===== config.mk =====
export PLATFORM = sky130hd
export DESIGN_NAME = band_serializer
export DESIGN_NICKNAME = d
export VERILOG_FILES = /design/src/rtl/band_serializer.sv
export SDC_FILE = /design/constraint.sdc
export NUM_CORES = 1
export LEC_CHECK = 0
export CORE_UTILIZATION = 39
export CTS_CLUSTER_SIZE = 10
export DETAILED_ROUTE_END_ITERATION = 8
export SLEW_MARGIN = 20
export SYNTH_ARGS = -nofsm -noshare
export SYNTH_HDL_FRONTEND = slang
export SYNTH_SLANG_ARGS = --single-unit

===== constraint.sdc =====
create_clock -name clock -period 40.9 [get_ports clock]
set_clock_uncertainty 0.2 [all_clocks]
set_input_delay 8.18 -clock clock [delete_from_list [all_inputs] [get_ports clock]]
set_output_delay 8.18 -clock clock [all_outputs]
set_load 0.05 [all_outputs]

===== src/rtl/band_serializer.sv =====
// band_serializer: two-slot frame buffer that streams the enabled
// bands of each captured 8-band frame one word per valid/ready beat.
module band_serializer #(
   parameter int DATA_W = 16,
   parameter int NBANDS = 8
) (
   input  logic                     clock,
   input  logic                     reset,
   input  logic                     capture,
   input  logic signed [DATA_W-1:0] band0,
   input  logic signed [DATA_W-1:0] band1,
   input  logic signed [DATA_W-1:0] band2,
   input  logic signed [DATA_W-1:0] band3,
   input  logic signed [DATA_W-1:0] band4,
   input  logic signed [DATA_W-1:0] band5,
   input  logic signed [DATA_W-1:0] band6,
   input  logic signed [DATA_W-1:0] band7,
   input  logic [NBANDS-1:0]        band_mask,
   output logic signed [DATA_W-1:0] dout,
   output logic [2:0]               dout_band,
   output logic                     dout_last,
   output logic                     dout_valid,
   input  logic                     dout_ready,
   output logic [1:0]               frames_pending,
   output logic                     overflow,
   output logic [7:0]               drop_count
);

   typedef enum logic {IDLE, SEND} state_t;

   localparam logic [NBANDS-1:0] ONE = NBANDS'(1);

   state_t            state_q;
   logic [DATA_W-1:0] slot_q [2][NBANDS];
   logic [NBANDS-1:0] rem_q [2];
   logic              wptr_q;
   logic              rptr_q;
   logic [1:0]        count_q;

   logic [DATA_W-1:0] band_in [NBANDS];
   logic              hs;
   logic              pop;
   logic              store;
   logic              drop;
   logic [NBANDS-1:0] cur_rem;
   logic [NBANDS-1:0] adv_rem;
   logic [NBANDS-1:0] oth_rem;
   logic [2:0]        cur_idx;
   logic [2:0]        adv_idx;
   logic [2:0]        oth_idx;

   function automatic logic [2:0] first_idx(input logic [NBANDS-1:0] m);
      first_idx = 3'd0;
      for (int i = NBANDS - 1; i >= 0; i--)
         if (m[i]) first_idx = 3'(i);
   endfunction

   function automatic logic only_one(input logic [NBANDS-1:0] m);
      only_one = (m != '0) && ((m & (m - ONE)) == '0);
   endfunction

   assign band_in[0] = band0;
   assign band_in[1] = band1;
   assign band_in[2] = band2;
   assign band_in[3] = band3;
   assign band_in[4] = band4;
   assign band_in[5] = band5;
   assign band_in[6] = band6;
   assign band_in[7] = band7;

   assign frames_pending = count_q;

   always_comb begin
      hs      = (state_q == SEND) && dout_ready;
      pop     = hs && dout_last;
      store   = capture && (band_mask != '0) && ((count_q != 2'd2) || pop);
      drop    = capture && (band_mask != '0) && (count_q == 2'd2) && !pop;
      cur_rem = rem_q[rptr_q];
      adv_rem = cur_rem & ~(ONE << dout_band);
      oth_rem = rem_q[~rptr_q];
      cur_idx = first_idx(cur_rem);
      adv_idx = first_idx(adv_rem);
      oth_idx = first_idx(oth_rem);
   end

   always_ff @(posedge clock) begin
      if (reset) begin
         state_q    <= IDLE;
         wptr_q     <= 1'b0;
         rptr_q     <= 1'b0;
         count_q    <= 2'd0;
         dout       <= '0;
         dout_band  <= 3'd0;
         dout_last  <= 1'b0;
         dout_valid <= 1'b0;
         overflow   <= 1'b0;
         drop_count <= 8'd0;
         for (int s = 0; s < 2; s++) begin
            rem_q[s] <= '0;
            for (int k = 0; k < NBANDS; k++) slot_q[s][k] <= '0;
         end
      end else begin
         count_q <= count_q + {1'b0, store} - {1'b0, pop};
         if (drop) begin
            overflow <= 1'b1;
            if (drop_count != 8'hFF) drop_count <= drop_count + 8'd1;
         end
         case (state_q)
            IDLE: begin
               if (count_q != 2'd0) begin
                  dout       <= slot_q[rptr_q][cur_idx];
                  dout_band  <= cur_idx;
                  dout_last  <= only_one(cur_rem);
                  dout_valid <= 1'b1;
                  state_q    <= SEND;
               end
            end
            SEND: begin
               if (hs && dout_last) begin
                  rem_q[rptr_q] <= '0;
                  rptr_q        <= ~rptr_q;
                  // Second slot already held: continue with no bubble.
                  if (count_q == 2'd2) begin
                     dout      <= slot_q[~rptr_q][oth_idx];
                     dout_band <= oth_idx;
                     dout_last <= only_one(oth_rem);
                  end else begin
                     dout_valid <= 1'b0;
                     dout_last  <= 1'b0;
                     state_q    <= IDLE;
                  end
               end else if (hs) begin
                  rem_q[rptr_q] <= adv_rem;
                  dout          <= slot_q[rptr_q][adv_idx];
                  dout_band     <= adv_idx;
                  dout_last     <= only_one(adv_rem);
               end
            end
            default: state_q <= IDLE;
         endcase
         // Placed last so a capture into the slot being popped wins.
         if (store) begin
            for (int k = 0; k < NBANDS; k++) slot_q[wptr_q][k] <= band_in[k];
            rem_q[wptr_q] <= band_mask;
            wptr_q        <= ~wptr_q;
         end
      end
   end

endmodule


==> results.py <==
metrics = {
    "sta": {
        "slew_violations": 0,
        "min_period_over_period_pct": 30.26,
        "timing.slew.headroom_pct": 19.03,
        "worst_pin_slew_ps": 1210,
        "final-hold-violation-count": 0,
        "fin_ws_ps": 28520,
        "min_period_ps": 12380,
        "fin_tns_setup_ps": 0,
        "fmax_mhz": 80.80,
        "rsz0062_at_grt": "false",
        "setup_viol": 0,
    },
    "hold_path": {
        "min_path_type": "reg -> reg",
        "holdPathStages": 2,
    },
    "finish": {
        "nets": 2053,
        "area_delta_synth_final_pct": 17.79,
        "final_area_mm2": 0.02253,
        "layout-drive-gt1-share_pct": 9.340,
        "fill_cells": 4495,
        "instances_no_fill": 2553,
        "antenna_cells": 0,
        "fin_util_pct": 46.90,
    },
    "synthesis": {
        "synth_top_area_share_pct": 42.70,
        "yosys.area_share.adder_pct": 0.1831,
        "synth_simple_gate_area_share_pct": 19.34,
        "syn_area_mm2": 0.01913,
        "syn-num-nets": 1932,
        "syn_avg_cell_area_um2": 10.69,
        "synth.distinct_cells": 88,
        "synth_top_family_by_area": "simple AND/OR/NAND/NOR gates",
        "synth_warnings": 0,
        "async_flop_share_pct": 0,
        "synth_compound_area_share_pct": 11.99,
        "yosys.area.top_type": "edfxtp_1",
        "synth_edf_count": 272,
        "synth_ff_type": "edfxtp_1",
        "ys_seq_area_share_pct": 46.46,
        "synthXorXnorAreaFrac_pct": 0.5036,
        "synthCells": 1790,
        "synthMuxAreaShare_pct": 18.10,
        "synth.area.top_cells": "edfxtp_1 (43%), mux2i_1 (11%), mux4_2 (6.4%)",
        "synth-seq-cells": 308,
    },
    "place": {
        "dp_slack_ps": 27880,
        "placed_area_mm2": 0.02138,
        "dp.cells": 2485,
        "globalplace.congestion": 0.9488,
        "port_buffers": 171,
        "dp_hpwl_um": 51200,
    },
    "grt": {
        "antenna_found_initial": 0,
        "overflow": 0,
        "grt_pass1_vias": 15990,
        "grt.total_usage_pct": 29.08,
        "grt_pass1_wl_um": 105400,
        "grt_max_degree": 75,
    },
    "power": {
        "powerDensity_mw_per_mm2": 49.61,
        "ir_drop_mv": 0.02732,
        "p_leak_nw": 8.189,
    },
    "detailed_routing": {
        "post-route-drc-count": 0,
        "dr.pass1.iters": 6,
        "vias": 15850,
        "wl_per_cell_um": 28.49,
        "drt_iter0_drc": 1427,
        "wl_um": 72730,
        "antenna_left": 0,
        "via_per_inst": 6.209,
    },
    "clock_network": {
        "cts.sinks": 308,
        "cts.root.buffer_cell": "clkbuf_16",
        "htree_levels": 2,
        "cts_hold_buf": 0,
        "ctsResizeCount": 0,
        "cts_setup_buffers": 0,
        "clk_pin_slew_worst_paths_ps": 50,
        "clkLatencyLatePin_ps": 570,
        "clk_path_buf_depth": 3,
        "cts_tree": "yes",
        "cts-buffers-inserted": 39,
    },
    "die": {
        "start_util_pct": 39.82,
        "core_area_mm2": 0.04805,
        "core.rowCount": 80,
        "die_width_um": 223.5,
        "dieArea_mm2": 0.04994,
        "pin_count": 172,
        "dieHeight_um": 223.5,
    },
    "worst_setup_path": {
        "end_kind": "register",
        "crit_top_cell": "buf_4",
        "crit_chain": "clkdlybuf4s50_1 > and3_1 > nor2_1 > nor3_2 > buf_4 > and2_1 > or2_4 > buf_4 > buf_4",
        "worstPathArrival_ps": 12370,
        "critical_path_class": "in -> reg",
        "r2r-end": "dout[0]",
        "critPathMaxFanout": 68,
        "critPathLaunch": "dout_ready",
        "slowest_delay_ps": 720,
        "r2r.worst_path.cells": 12,
        "crit_path_start_kind": "primary input",
        "cp.required_ps": 40900,
        "slowest_stage": "buf_4",
        "critPathCapture": "slot_q[1][68]",
        "r2r_slack_ps": 35470,
    },
    "flow_run": {
        "drv_cap": 0,
    },
    "status": {
        "status": "complete, no violations",
    },
}
-- per-layer routing --
| metal | vias to the layer above | global-route usage [%] | wire, µm |
|---|---|---|---|
| met4 | 0 | 16.68 | 4621 |
| met5 | - | 0 | 0 |
| met3 | 221 | 4.267 | 4336 |
| met1 | 7924 | 33.00 | 26580 |
| li1 | 6993 | - | - |
| met2 | 713 | 52.01 | 37190 |
-- how the worst min path moves through the flow --
stage	startpoint	endpoint	slack, ps
detailed placement	overflow	overflow	260
CTS	overflow	overflow	270
floorplan	overflow	overflow	460
global route	overflow	overflow	300
global placement	overflow	overflow	230
finish	overflow	overflow	260
-- placed cells by master (no fill, tap or decap), drive strengths merged, types with 24 or more instances in the layout --
master         count
and3              24
nand3             24
nor2b            108
dfxtp             36
nand2            201
o22ai             76
nor2             117
and2             149
mux2i            206
clkbuf            61
o21ai             47
a21oi             62
buf               39
edfxtp           272
clkdlybuf4s50    171
mux4              54
o31ai             27
-- layout make-up --
class                      instances  area (µm²)  share of cell area, %
multi-input combinational       1344        9681                  42.96
sequential                       308        8896                  39.48
timing repair buffer             210        2004                  8.896
clock buffer                      61        1099                  4.875
tap                              615       769.5                  3.415
clock inverter                     7       53.80                 0.2388
inverter                           8       30.03                 0.1333
-- flip-flops by register name, summed over array words and instances, names as in the netlist, named ones only --
name,cells
dout,16
dout_band,3
dout_last,1
dout_valid,1
drop_count,8
frames_pending,2
overflow,1
rem_q,16
rptr_q,1
slot_q,256
state_q,1
wptr_q,1
-- synthesized netlist by cell type (8+ instances only) --
cell type,count
a211oi_1,19
a21oi_1,61
a31oi_1,14
and2_1,148
and3_1,24
buf_1,9
buf_2,28
buf_4,15
clkbuf_1,72
dfxtp_1,36
edfxtp_1,272
inv_1,8
mux2_2,12
mux2i_1,205
mux4_2,54
nand2_1,199
nand3_1,24
nor2_1,116
nor2b_1,108
nor3_1,22
nor4_1,10
o21ai_0,43
o221ai_1,11
o22a_1,10
o22ai_1,76
o31ai_1,27
or3_1,11
or4_1,8
-- where the power goes --
group	switching, mW	leakage [nW]	internal, mW
sequential	0.0412	3.18	0.384
clock	0.135	0.556	0.185
combinational	0.236	4.46	0.137
total	0.412	8.19	0.705
-- worst max-delay path, delay by kind of cell --
family	cells	cell delay (ps)
buffers and inverters	4	2390
AND/OR/NAND/NOR	5	1720
-- through the flow --
| stage | hold slack (ps) | power (mW) |
|---|---|---|
| 5_1_grt | 297.3 | 1.158 |
| 2_1_floorplan | 463.7 | 0.6560 |
| 4_1_cts | 269.5 | 1.117 |
| 3_3_place_gp | 231.7 | 0.7943 |
| 6_report | 262.3 | 1.118 |
| 3_5_place_dp | 261.6 | 0.7977 |
-- cell families after synthesis --
logic type | count (synthesis)
simple gates | 715
fa+ha+maj | 3
xor+xnor | 11
flops | 308
buf+inv | 138
mux | 276
compound gates | 339
Power figures use the tool's default switching activity.
